$ cat config.mk
export PLATFORM = sky130hd
export DESIGN_NAME = hex_display_ctrl
export DESIGN_NICKNAME = d
export VERILOG_FILES = /design/src/rtl/hex_display_ctrl_pkg.sv /design/src/rtl/hex_seg_decode.sv /design/src/rtl/hex_display_ctrl.sv
export SDC_FILE = /design/constraint.sdc
export NUM_CORES = 1
export LEC_CHECK = 0
export CORE_MARGIN = 4
export CORE_UTILIZATION = 51
export CTS_CLUSTER_DIAMETER = 120
export DETAILED_ROUTE_END_ITERATION = 6
export GPL_TIMING_DRIVEN = 0
export PLACE_DENSITY = 0.72
export SYNTH_ARGS = -nofsm -noshare
export SYNTH_HDL_FRONTEND = slang
export SYNTH_HIERARCHICAL = 1
export SYNTH_SLANG_ARGS = --single-unit
$ cat constraint.sdc
create_clock -name clk -period 2.1 [get_ports clk]
set_input_delay 0.42 -clock clk [delete_from_list [all_inputs] [get_ports clk]]
set_output_delay 0.42 -clock clk [all_outputs]
set_load 0.005 [all_outputs]
$ cat src/rtl/hex_display_ctrl_pkg.sv
// hex_pkg: shared types and constants for the hex display controller.
//   state_t        FSM states (IDLE, SHIFT, LOAD)
//   BCD_DIGITS     number of BCD nibbles kept by the double-dabble shifter
//   SEG_BLANK      all segments off (active-low)
//   SEG_GLYPH      active-low {g,f,e,d,c,b,a} patterns for digits 0..9
//   dabble_adjust  add-3 correction applied to every nibble >= 5
package hex_pkg;

  typedef enum logic [1:0] {
    IDLE  = 2'd0,
    SHIFT = 2'd1,
    LOAD  = 2'd2
  } state_t;

  localparam int BCD_DIGITS = 10;
  localparam int BCD_BITS   = BCD_DIGITS * 4;
  localparam int NUM_HEX    = 8;

  localparam logic [6:0] SEG_BLANK = 7'b1111111;

  localparam logic [6:0] SEG_GLYPH [0:9] = '{
    7'b1000000, 7'b1111001, 7'b0100100, 7'b0110000, 7'b0011001,
    7'b0010010, 7'b0000010, 7'b1111000, 7'b0000000, 7'b0010000
  };

  function automatic logic [BCD_BITS-1:0] dabble_adjust(input logic [BCD_BITS-1:0] bcd);
    logic [BCD_BITS-1:0] res;
    res = bcd;
    for (int i = 0; i < BCD_DIGITS; i++) begin
      if (bcd[4*i +: 4] >= 4'd5) begin
        res[4*i +: 4] = bcd[4*i +: 4] + 4'd3;
      end
    end
    return res;
  endfunction

endpackage

$ cat src/rtl/hex_seg_decode.sv
// hex_seg_decode: combinational BCD digit to active-low seven-segment pattern.
//   digit  in   4  BCD digit (10..15 show blank)
//   blank  in   1  force all segments off
//   seg    out  7  active-low {g,f,e,d,c,b,a}
module hex_seg_decode
  import hex_pkg::*;
(
  input  logic [3:0] digit,
  input  logic       blank,
  output logic [6:0] seg
);

  always_comb begin
    seg = SEG_BLANK;
    if (!blank && (digit <= 4'd9)) begin
      seg = SEG_GLYPH[digit];
    end
  end

endmodule

$ cat src/rtl/hex_display_ctrl.sv
// hex_display_ctrl: converts a CPU-written binary value to decimal with a
// sequential double-dabble shifter and drives eight seven-segment displays.
//
// Ports:
//   clk          in   1          system clock
//   rst_n        in   1          asynchronous active-low reset
//   wr_en        in   1          one-cycle write strobe
//   wr_data      in   CONV_BITS  unsigned value to display
//   busy         out  1          conversion running or pending
//   ovf          out  1          last displayed value exceeded 8 decimal digits
//   HEX0..HEX7   out  7 each     active-low segments, HEX0 least significant
//
// Build option: define HEX_LZB_EN for leading-zero blanking on HEX7..HEX1.
//
// state | meaning
// IDLE  | no conversion running; accepts a write or the pending value
// SHIFT | double-dabble shifting, one bit per cycle
// LOAD  | segment patterns and ovf registered to the outputs
module hex_display_ctrl
  import hex_pkg::*;
#(
  parameter int CONV_BITS = 32
) (
  input  logic                 clk,
  input  logic                 rst_n,
  input  logic                 wr_en,
  input  logic [CONV_BITS-1:0] wr_data,
  output logic                 busy,
  output logic                 ovf,
  output logic [6:0]           HEX0,
  output logic [6:0]           HEX1,
  output logic [6:0]           HEX2,
  output logic [6:0]           HEX3,
  output logic [6:0]           HEX4,
  output logic [6:0]           HEX5,
  output logic [6:0]           HEX6,
  output logic [6:0]           HEX7
);

  localparam int SR_W  = BCD_BITS + CONV_BITS;
  localparam int CNT_W = (CONV_BITS > 1) ? $clog2(CONV_BITS) : 1;
  localparam logic [CNT_W-1:0] CNT_LAST = CNT_W'(CONV_BITS - 1);

`ifdef HEX_LZB_EN
  localparam logic [6:0] HEX_RST_HI = SEG_BLANK;
`else
  localparam logic [6:0] HEX_RST_HI = SEG_GLYPH[0];
`endif

  state_t               state_q, state_d;
  logic [CNT_W-1:0]     cnt_q, cnt_d;
  logic [SR_W-1:0]      sr_q, sr_d;
  logic                 pend_valid_q, pend_valid_d;
  logic [CONV_BITS-1:0] pend_data_q, pend_data_d;
  logic                 ovf_q, ovf_d;
  logic [6:0]           hex_q [NUM_HEX];
  logic [6:0]           hex_d [NUM_HEX];

  logic [BCD_BITS-1:0]  bcd;
  logic [SR_W-1:0]      sr_adj;
  logic [NUM_HEX-1:0]   blank;
  logic [6:0]           seg_w [NUM_HEX];

  assign bcd = sr_q[CONV_BITS +: BCD_BITS];

  // Blank every digit above the most-significant nonzero one; HEX0 always lit.
  always_comb begin
    blank = '0;
`ifdef HEX_LZB_EN
    begin
      logic seen;
      seen = 1'b0;
      for (int i = NUM_HEX - 1; i >= 1; i--) begin
        seen     = seen | (bcd[4*i +: 4] != 4'd0);
        blank[i] = ~seen;
      end
    end
`endif
  end

  for (genvar g = 0; g < NUM_HEX; g++) begin : g_dec
    hex_seg_decode u_dec (
      .digit (bcd[4*g +: 4]),
      .blank (blank[g]),
      .seg   (seg_w[g])
    );
  end

  always_comb begin
    state_d      = state_q;
    cnt_d        = cnt_q;
    sr_d         = sr_q;
    pend_valid_d = pend_valid_q;
    pend_data_d  = pend_data_q;
    ovf_d        = ovf_q;
    sr_adj       = {dabble_adjust(bcd), sr_q[CONV_BITS-1:0]};
    for (int i = 0; i < NUM_HEX; i++) begin
      hex_d[i] = hex_q[i];
    end

    case (state_q)
      IDLE: begin
        // A fresh write supersedes anything still pending.
        if (wr_en) begin
          sr_d         = {{BCD_BITS{1'b0}}, wr_data};
          cnt_d        = '0;
          pend_valid_d = 1'b0;
          state_d      = SHIFT;
        end else if (pend_valid_q) begin
          sr_d         = {{BCD_BITS{1'b0}}, pend_data_q};
          cnt_d        = '0;
          pend_valid_d = 1'b0;
          state_d      = SHIFT;
        end
      end
      SHIFT: begin
        sr_d  = sr_adj << 1;
        cnt_d = cnt_q + CNT_W'(1);
        if (cnt_q == CNT_LAST) begin
          state_d = LOAD;
        end
      end
      LOAD: begin
        for (int i = 0; i < NUM_HEX; i++) begin
          hex_d[i] = seg_w[i];
        end
        ovf_d   = |bcd[BCD_BITS-1 -: 8];
        state_d = IDLE;
      end
      default: begin
        state_d = IDLE;
      end
    endcase

    // Writes arriving mid-conversion go to a one-deep buffer, last one wins.
    if (wr_en && (state_q != IDLE)) begin
      pend_data_d  = wr_data;
      pend_valid_d = 1'b1;
    end
  end

  always_ff @(posedge clk or negedge rst_n) begin
    if (!rst_n) begin
      state_q      <= IDLE;
      cnt_q        <= '0;
      sr_q         <= '0;
      pend_valid_q <= 1'b0;
      pend_data_q  <= '0;
      ovf_q        <= 1'b0;
      hex_q[0]     <= SEG_GLYPH[0];
      for (int i = 1; i < NUM_HEX; i++) begin
        hex_q[i] <= HEX_RST_HI;
      end
    end else begin
      state_q      <= state_d;
      cnt_q        <= cnt_d;
      sr_q         <= sr_d;
      pend_valid_q <= pend_valid_d;
      pend_data_q  <= pend_data_d;
      ovf_q        <= ovf_d;
      for (int i = 0; i < NUM_HEX; i++) begin
        hex_q[i] <= hex_d[i];
      end
    end
  end

  assign busy = (state_q != IDLE) | pend_valid_q;
  assign ovf  = ovf_q;
  assign HEX0 = hex_q[0];
  assign HEX1 = hex_q[1];
  assign HEX2 = hex_q[2];
  assign HEX3 = hex_q[3];
  assign HEX4 = hex_q[4];
  assign HEX5 = hex_q[5];
  assign HEX6 = hex_q[6];
  assign HEX7 = hex_q[7];

endmodule
==> results of run 1 <==
worst min path at each step:
| stage | slack, ps | end | from | depth (start not counted) |
|---|---|---|---|---|
| floorplan | 120 | HEX0[0] | rst_n | 0 |
| global placement | 470 | pend_data_q[4] | pend_data_q[4] | 1 |
| detailed placement | 370 | HEX7[0] | rst_n | 1 |
| CTS | 490 | pend_data_q[16] | pend_data_q[16] | 1 |
| global route | 510 | pend_data_q[4] | pend_data_q[4] | 1 |
| finish | 480 | pend_data_q[16] | pend_data_q[16] | 1 |
per-stage QoR:
stage | instance area [µm²] | total power, mW | hold WS, ps | worst slack, ps | util, %
floorplan | 9843 | 9.326 | 124.4 | 613.8 | -
global placement | 11090 | 10.54 | 466.4 | -6435 | 58.89
detailed placement | 11120 | 10.72 | 366.8 | -179.7 | 59.06
CTS | 11730 | 13.74 | 489.3 | 1.218 | 62.29
global route | 11720 | 14.81 | 512.2 | 10.75 | 62.26
finish | 11720 | 13.69 | 482.9 | 91.86 | 62.26
registers in the layout (all words and copies together), names as in the netlist:
register and count:
pend_valid_q 1, HEX3 7, ovf 1, HEX6 7, HEX4 7, cnt_q 5, HEX0 7, HEX7 7
HEX1 7, sr_q 72, HEX5 7, pend_data_q 32, state_q 2, HEX2 7
cells in the final DEF, fill, tap and decap left out, types with 2 or more instances in the layout:
cell type and count:
nor2_1 65, clkbuf_16 18, mux2_1 5, dfstp_2 8, ha_1 64, o311ai_0 10, a22o_1 5, clkinv_2 5
o22ai_1 10, o21ai_0 112, conb_1 8, dfrtp_1 161, a21oi_4 8, nand2_1 46, o211ai_1 18, a211oi_1 40
clkdlybuf4s50_1 90, clkinv_4 2, o21bai_4 8, buf_6 9, inv_1 65, clkbuf_1 24, nand2b_1 10, o31ai_1 41
o21a_1 10, buf_4 6, o2111ai_1 20, mux2_2 84, clkinvlp_4 4, nor2b_1 40, a21oi_1 35, and2b_2 8
buf_2 25, xnor2_1 9
cells in the mapped netlist (9+ instances only):
library cell / n
nor2_1: 65
clkbuf_1: 23
nor2b_1: 40
nand2b_1: 10
o311ai_0: 10
o2111ai_1: 20
mux2_2: 84
o22ai_1: 10
ha_1: 64
a211oi_1: 40
dfrtp_1: 161
buf_2: 25
a21oi_1: 35
o31ai_1: 41
o211ai_1: 18
o21ai_0: 112
nand2_1: 46
o21a_1: 10
xnor2_1: 9
inv_1: 65
layout make-up:
type	count	area [µm²]
Fill cell	1620	7107
Multi-Input combinational cell	671	5034
Sequential cell	169	4239
Timing Repair Buffer	96	973.4
Clock buffer	20	446.7
Buffer	60	359.1
Tap cell	260	325.3
Inverter	65	244.0
Clock inverter	12	102.6
per-layer routing:
layer | track usage (%) | up-vias
met5 | 0 | -
met4 | 5.550 | 0
met3 | 3.671 | 26
met2 | 34.78 | 177
met1 | 25.40 | 3622
li1 | - | 3673
kinds of logic after synthesis:
group / count (synthesis)
AO/OA/AOI/OAI: 322
XOR/XNOR: 9
adder cells (fa/ha/maj): 64
buffers and inverters: 125
flip-flops: 169
multiplexers: 90
other: 1
AND/OR/NAND/NOR: 178
power by group through the flow:
stage | logic, mW | clock network [mW] | registers (mW)
after floorplan | 4.49 | 0 | 4.84
after global placement | 5.47 | 0 | 5.07
after detailed placement | 5.63 | 0 | 5.09
after CTS | 5.70 | 3.01 | 5.03
after global routing | 6.47 | 3.15 | 5.18
final | 5.68 | 2.95 | 5.06
timing repair:
item,CTS,global route
resized for setup,10,1
pin swaps,0,0
gates cloned,0,0
endpoints found under the setup margin,1,1
endpoints found under the hold margin,49,0
setup buffers,2,0
hold buffers,1,0
==> results_dict.tcl, run 1 <==
set metrics [dict create \
    fp-row-count 50 \
    synth_area_leaders "dfrtp_1 (41%), mux2_2 (9.6%), ha_1 (8.2%), o21ai_0 (5.7%), o31ai_1 (3.1%)" \
    cp_max_fo 10 \
    worst_setup_path_end_kind "output pin" \
    grt_max_degree 115 \
    antenna_found_initial 0 \
    grt_pass1_wl_um 35740 \
    grt-ovfl-total 0 \
    yosys_warnings 6 \
    wl_met2_um 10480 \
    max-clock-path-buffers 2 \
    peakVddDrop_v 0.0007829 \
    port-buffer-count 92 \
    cpPeakStageDelay_ps 370 \
    finalCritPeriodShare_pct 95.63 \
    crit_type "register to output pin" \
    cp_top_family "buffers and inverters" \
    synth-main-ff-cell "dfrtp_1" \
    maxSlewHeadroom_pct 57.22 \
    avgSynthCellArea_um2 10.25 \
    cp_cell_sequence "buf_6 > clkbuf_16 > or3_4 > buf_2" \
    outcome "finished clean" \
    vias 7498 \
    place_hpwl_um 14370 \
    antenna_left 0 \
    critPathCapture "busy" \
    grt_use_total_pct 19.91 \
    cts_buffers 17 \
    reg2regPathDepth 7 \
    highest_layer "met4" \
    synthSimpleGateAreaFrac_pct 8.833 \
    dieArea_mm2 0.02153 \
    finalCriticalPeriod_ps 2008 \
    synth_xor_area_share_pct 0.8030 \
    area_delta_synth_final_pct 19.42 \
    core_area_mm2 0.01883 \
    synthAdderAreaFrac_pct 8.157 \
    drive_above_1_share_pct 17.57 \
    power_switching_mw 5.202 \
    hold_viol 0 \
    cts_tree "done" \
    muxShareOfSynthArea_pct 10.31 \
    hp-class "register to register" \
    wirelength_um 21050 \
    gp_congestion 0.8498 \
    final_nets 1179 \
    power.internal_mw 8.484 \
    r2r-end "sr_q[55]" \
    cp_num_buf_inv 3 \
    max_freq_mhz 498.0 \
    place_inst 1318 \
    m1WireLength_um 9379 \
    worstSkewPairLatency_ps 420 \
    cts_sinks 169 \
    die_x_um 146.7 \
    p_sw_share_pct 38.01 \
    detailedRoute.firstIterationViolations 472 \
    yosysTopAreaCell "dfrtp_1" \
    ctsHtreeMaxLevel 4 \
    synth_top_family_by_area "compound AO/OA/AOI/OAI gates" \
    antennaDiodeCount 0 \
    critPathLaunchType "register" \
    root_buffer "clkbuf_16" \
    netlist_instances 958 \
    crit_arrival_ps 1590 \
    initial_core_util_pct 52.13 \
    async_flop_share_pct 100.0 \
    cpMaxStageDelayCell "dfrtp_1" \
    drc 0 \
    synth-compound-area-share_pct 22.81 \
    reg2reg_from "state_q[1]" \
    synth-edff-count 0 \
    die_h_um 146.7 \
    path_clk_slew_ps 70 \
    r2r_setup_slack_ps 170 \
    p_leak_nw 4.671 \
    crit_cells 4 \
    slew_violations 0 \
    yosysTopAreaCellShare_pct 41.04 \
    worstMarginPinSlew_ps 641.7 \
    clkPwrFrac_pct 21.5 \
    vias_per_cell 5.542 \
    synth.distinct_cells 44 \
    syn_area_mm2 0.009817 \
    pwr-share-seq_pct 36.9 \
    fin_cells 1353 \
    yosysSeqAreaShare_pct 43.18 \
    wl_per_cell_um 15.56 \
    pwr_density_cell_mw_per_mm2 1167 \
    cp.required_ps 1680 \
    fin_skew_ps 7.276 \
    first_pass_iters 4 \
    max_cap_violations 0 \
    startpoint "state_q[1]" \
    grt_pass1_vias 7455 \
    ys_seq_elements 169 \
    wl_met3_um 929 \
    rsz0062_at_grt "no" \
    fin_tns_setup_ps 0 \
    ios 93 \
    power_frac_comb_pct 41.5 \
    setup_viol_count_final 0 \
]
No activity file was read; power rests on OpenSTA's default activity.
==> run 2: changes to the inputs <==
CORE_UTILIZATION = 40   (was 51)
PLACE_DENSITY = unset   (was 0.72)
==> results_dict.tcl, run 2 (synthesized netlist as in run 1, its figures left out) <==
set metrics [dict create \
    crit_type "register to output pin" \
    fillCellCount 2269 \
    critPathLaunchType "register" \
    grt_max_degree 92 \
    largest_register "sr_q" \
    peakVddDrop_v 0.0005937 \
    pwr-share-seq_pct 36.2 \
    antenna_found_initial 0 \
    area_delta_synth_final_pct 20.76 \
    power_frac_comb_pct 40.6 \
    gp_congestion 0.8390 \
    detailedRoute.firstIterationViolations 364 \
    die_h_um 164.7 \
    place_inst 1382 \
    rsz0062_at_grt "no" \
    worstSkewPairLatency_ps 430 \
    max_cap_violations 0 \
    ctsHtreeMaxLevel 4 \
    cts_sinks 169 \
    max-clock-path-buffers 2 \
    maxSlewHeadroom_pct 54.44 \
    grt-ovfl-total 0 \
    place_hpwl_um 15010 \
    grt_use_total_pct 16.68 \
    initial_core_util_pct 40.49 \
    r2r_setup_slack_ps 120 \
    outcome "finished clean" \
    drc 0 \
    port-buffer-count 92 \
    fp-row-count 57 \
    largestRegisters "sr_q x72, pend_data_q x32" \
    finalCritPeriodShare_pct 96.03 \
    largest_reg_flops 72 \
    core_area_mm2 0.02425 \
    power_switching_mw 5.289 \
    setup_viol_count_final 0 \
    die_x_um 164.7 \
    cp.required_ps 1680 \
    max_freq_mhz 495.9 \
    layout_commonest_cell "dfrtp_1" \
    path_clk_slew_ps 70 \
    dieArea_mm2 0.02711 \
    fin_skew_ps 10.57 \
    final_nets 1179 \
    p_sw_share_pct 38.01 \
    grt_pass1_wl_um 36510 \
    vias 7409 \
    vias_per_cell 5.229 \
    multi_input_area_mm2 0.005034 \
    power.internal_mw 8.627 \
    p_leak_nw 4.704 \
    worst_setup_path_end_kind "output pin" \
    ios 93 \
    cts_buffers 17 \
    fin_cells 1417 \
    crit_arrival_ps 1600 \
    hold_viol 0 \
    antennaDiodeCount 0 \
    antenna_left 0 \
    first_pass_iters 5 \
    grt_pass1_vias 7231 \
    worstMarginPinSlew_ps 683.5 \
    slew_violations 0 \
    regArea_mm2 0.004240 \
    pwr_density_cell_mw_per_mm2 1174 \
    wl_per_cell_um 15.34 \
    finalCriticalPeriod_ps 2017 \
    most-common-layout-cells "dfrtp_1 (160), o21ai_0 (112), clkdlybuf4s50_1 (90)" \
    cp_max_fo 10 \
    root_buffer "clkbuf_16" \
    cts_tree "done" \
    hp-class "register to register" \
    wirelength_um 21730 \
    power_mw 13.92 \
    drive_above_1_share_pct 17.84 \
    clkPwrFrac_pct 23.2 \
]
==> run 2: cell count changes in the layout (fill, tap and decap cells not counted) <==
cell        delta
inv_8          +2
dfrtp_2        +1
clkbuf_1       -2
clkinvlp_4     -3
clkinv_2       -4
bufinv_16      +1
clkbuf_8       -1
inv_6          +9
clkinv_4       -2
dfrtp_1        -1
==> run 2: final cells by class <==
| cell class | instances | share of cell area [%] |
|---|---|---|
| multi-input combinational | 671 | 42.46 |
| sequential | 169 | 35.77 |
| timing repair buffer | 96 | 8.211 |
| clock buffer | 17 | 3.588 |
| tap | 324 | 3.420 |
| buffer | 60 | 3.029 |
| inverter | 65 | 2.058 |
| clock inverter | 15 | 1.467 |
==> run 2: repair_timing <==
| action | in CTS | in global routing |
|---|---|---|
| endpoints found under the setup margin | 1 | 0 |
| buffers inserted | 2 | 0 |
| hold buffers | 1 | 0 |
| hold endpoints to repair | 19 | 0 |
| gates resized for setup | 12 | 0 |
==> run 2: worst paths after layout <==
| kind | startpoint | end | depth (start not counted) |
|---|---|---|---|
| max reg2reg | state_q[1] | sr_q[55] | 7 |
| max | state_q[1] | busy | 4 |
| min reg2reg | pend_data_q[16] | pend_data_q[16] | 1 |
| min | pend_data_q[16] | pend_data_q[16] | 1 |
| max in group asynchronous | rst_n | cnt_q[3] | 3 |
| min in group asynchronous | rst_n | HEX7[0] | 2 |
==> run 2: critical path, cell delays in order (launching register included) <==
cell       delay [ps]
dfrtp_1           370
buf_6             130
clkbuf_16         160
or3_4             380
buf_2             140
==> run 2: metrics by stage <==
step                      setup TNS [ps]  hold WS [ps]  utilization [%]  instance area, µm²  setup slack [ps]
after floorplan                        0         124.4                -                9843             613.8
after global placement          -1125570         466.2            46.06               11170             -6725
after detailed placement          -10160         447.4            46.20               11200            -232.2
after CTS                              0         488.3            48.89               11860             75.14
after global routing                   0         494.5            48.89               11860             24.96
final                                  0         484.0            48.89               11860             83.45
==> run 2: power by group through the flow <==
stage	logic, mW	registers (mW)	clock network (mW)
floorplan	4.49	4.84	0
global placement	5.54	5.08	0
detailed placement	5.66	5.09	0
CTS	5.71	5.03	3.34
global route	6.46	5.18	3.47
finish	5.65	5.04	3.23
==> run 2: per-layer routing <==
metal	GRT usage, %	vias up	wire length (µm)
li1	-	3660	-
met1	22.53	3599	10020
met2	28.21	135	10650
met3	2.446	15	847
met4	4.310	0	209
met5	0	-	0
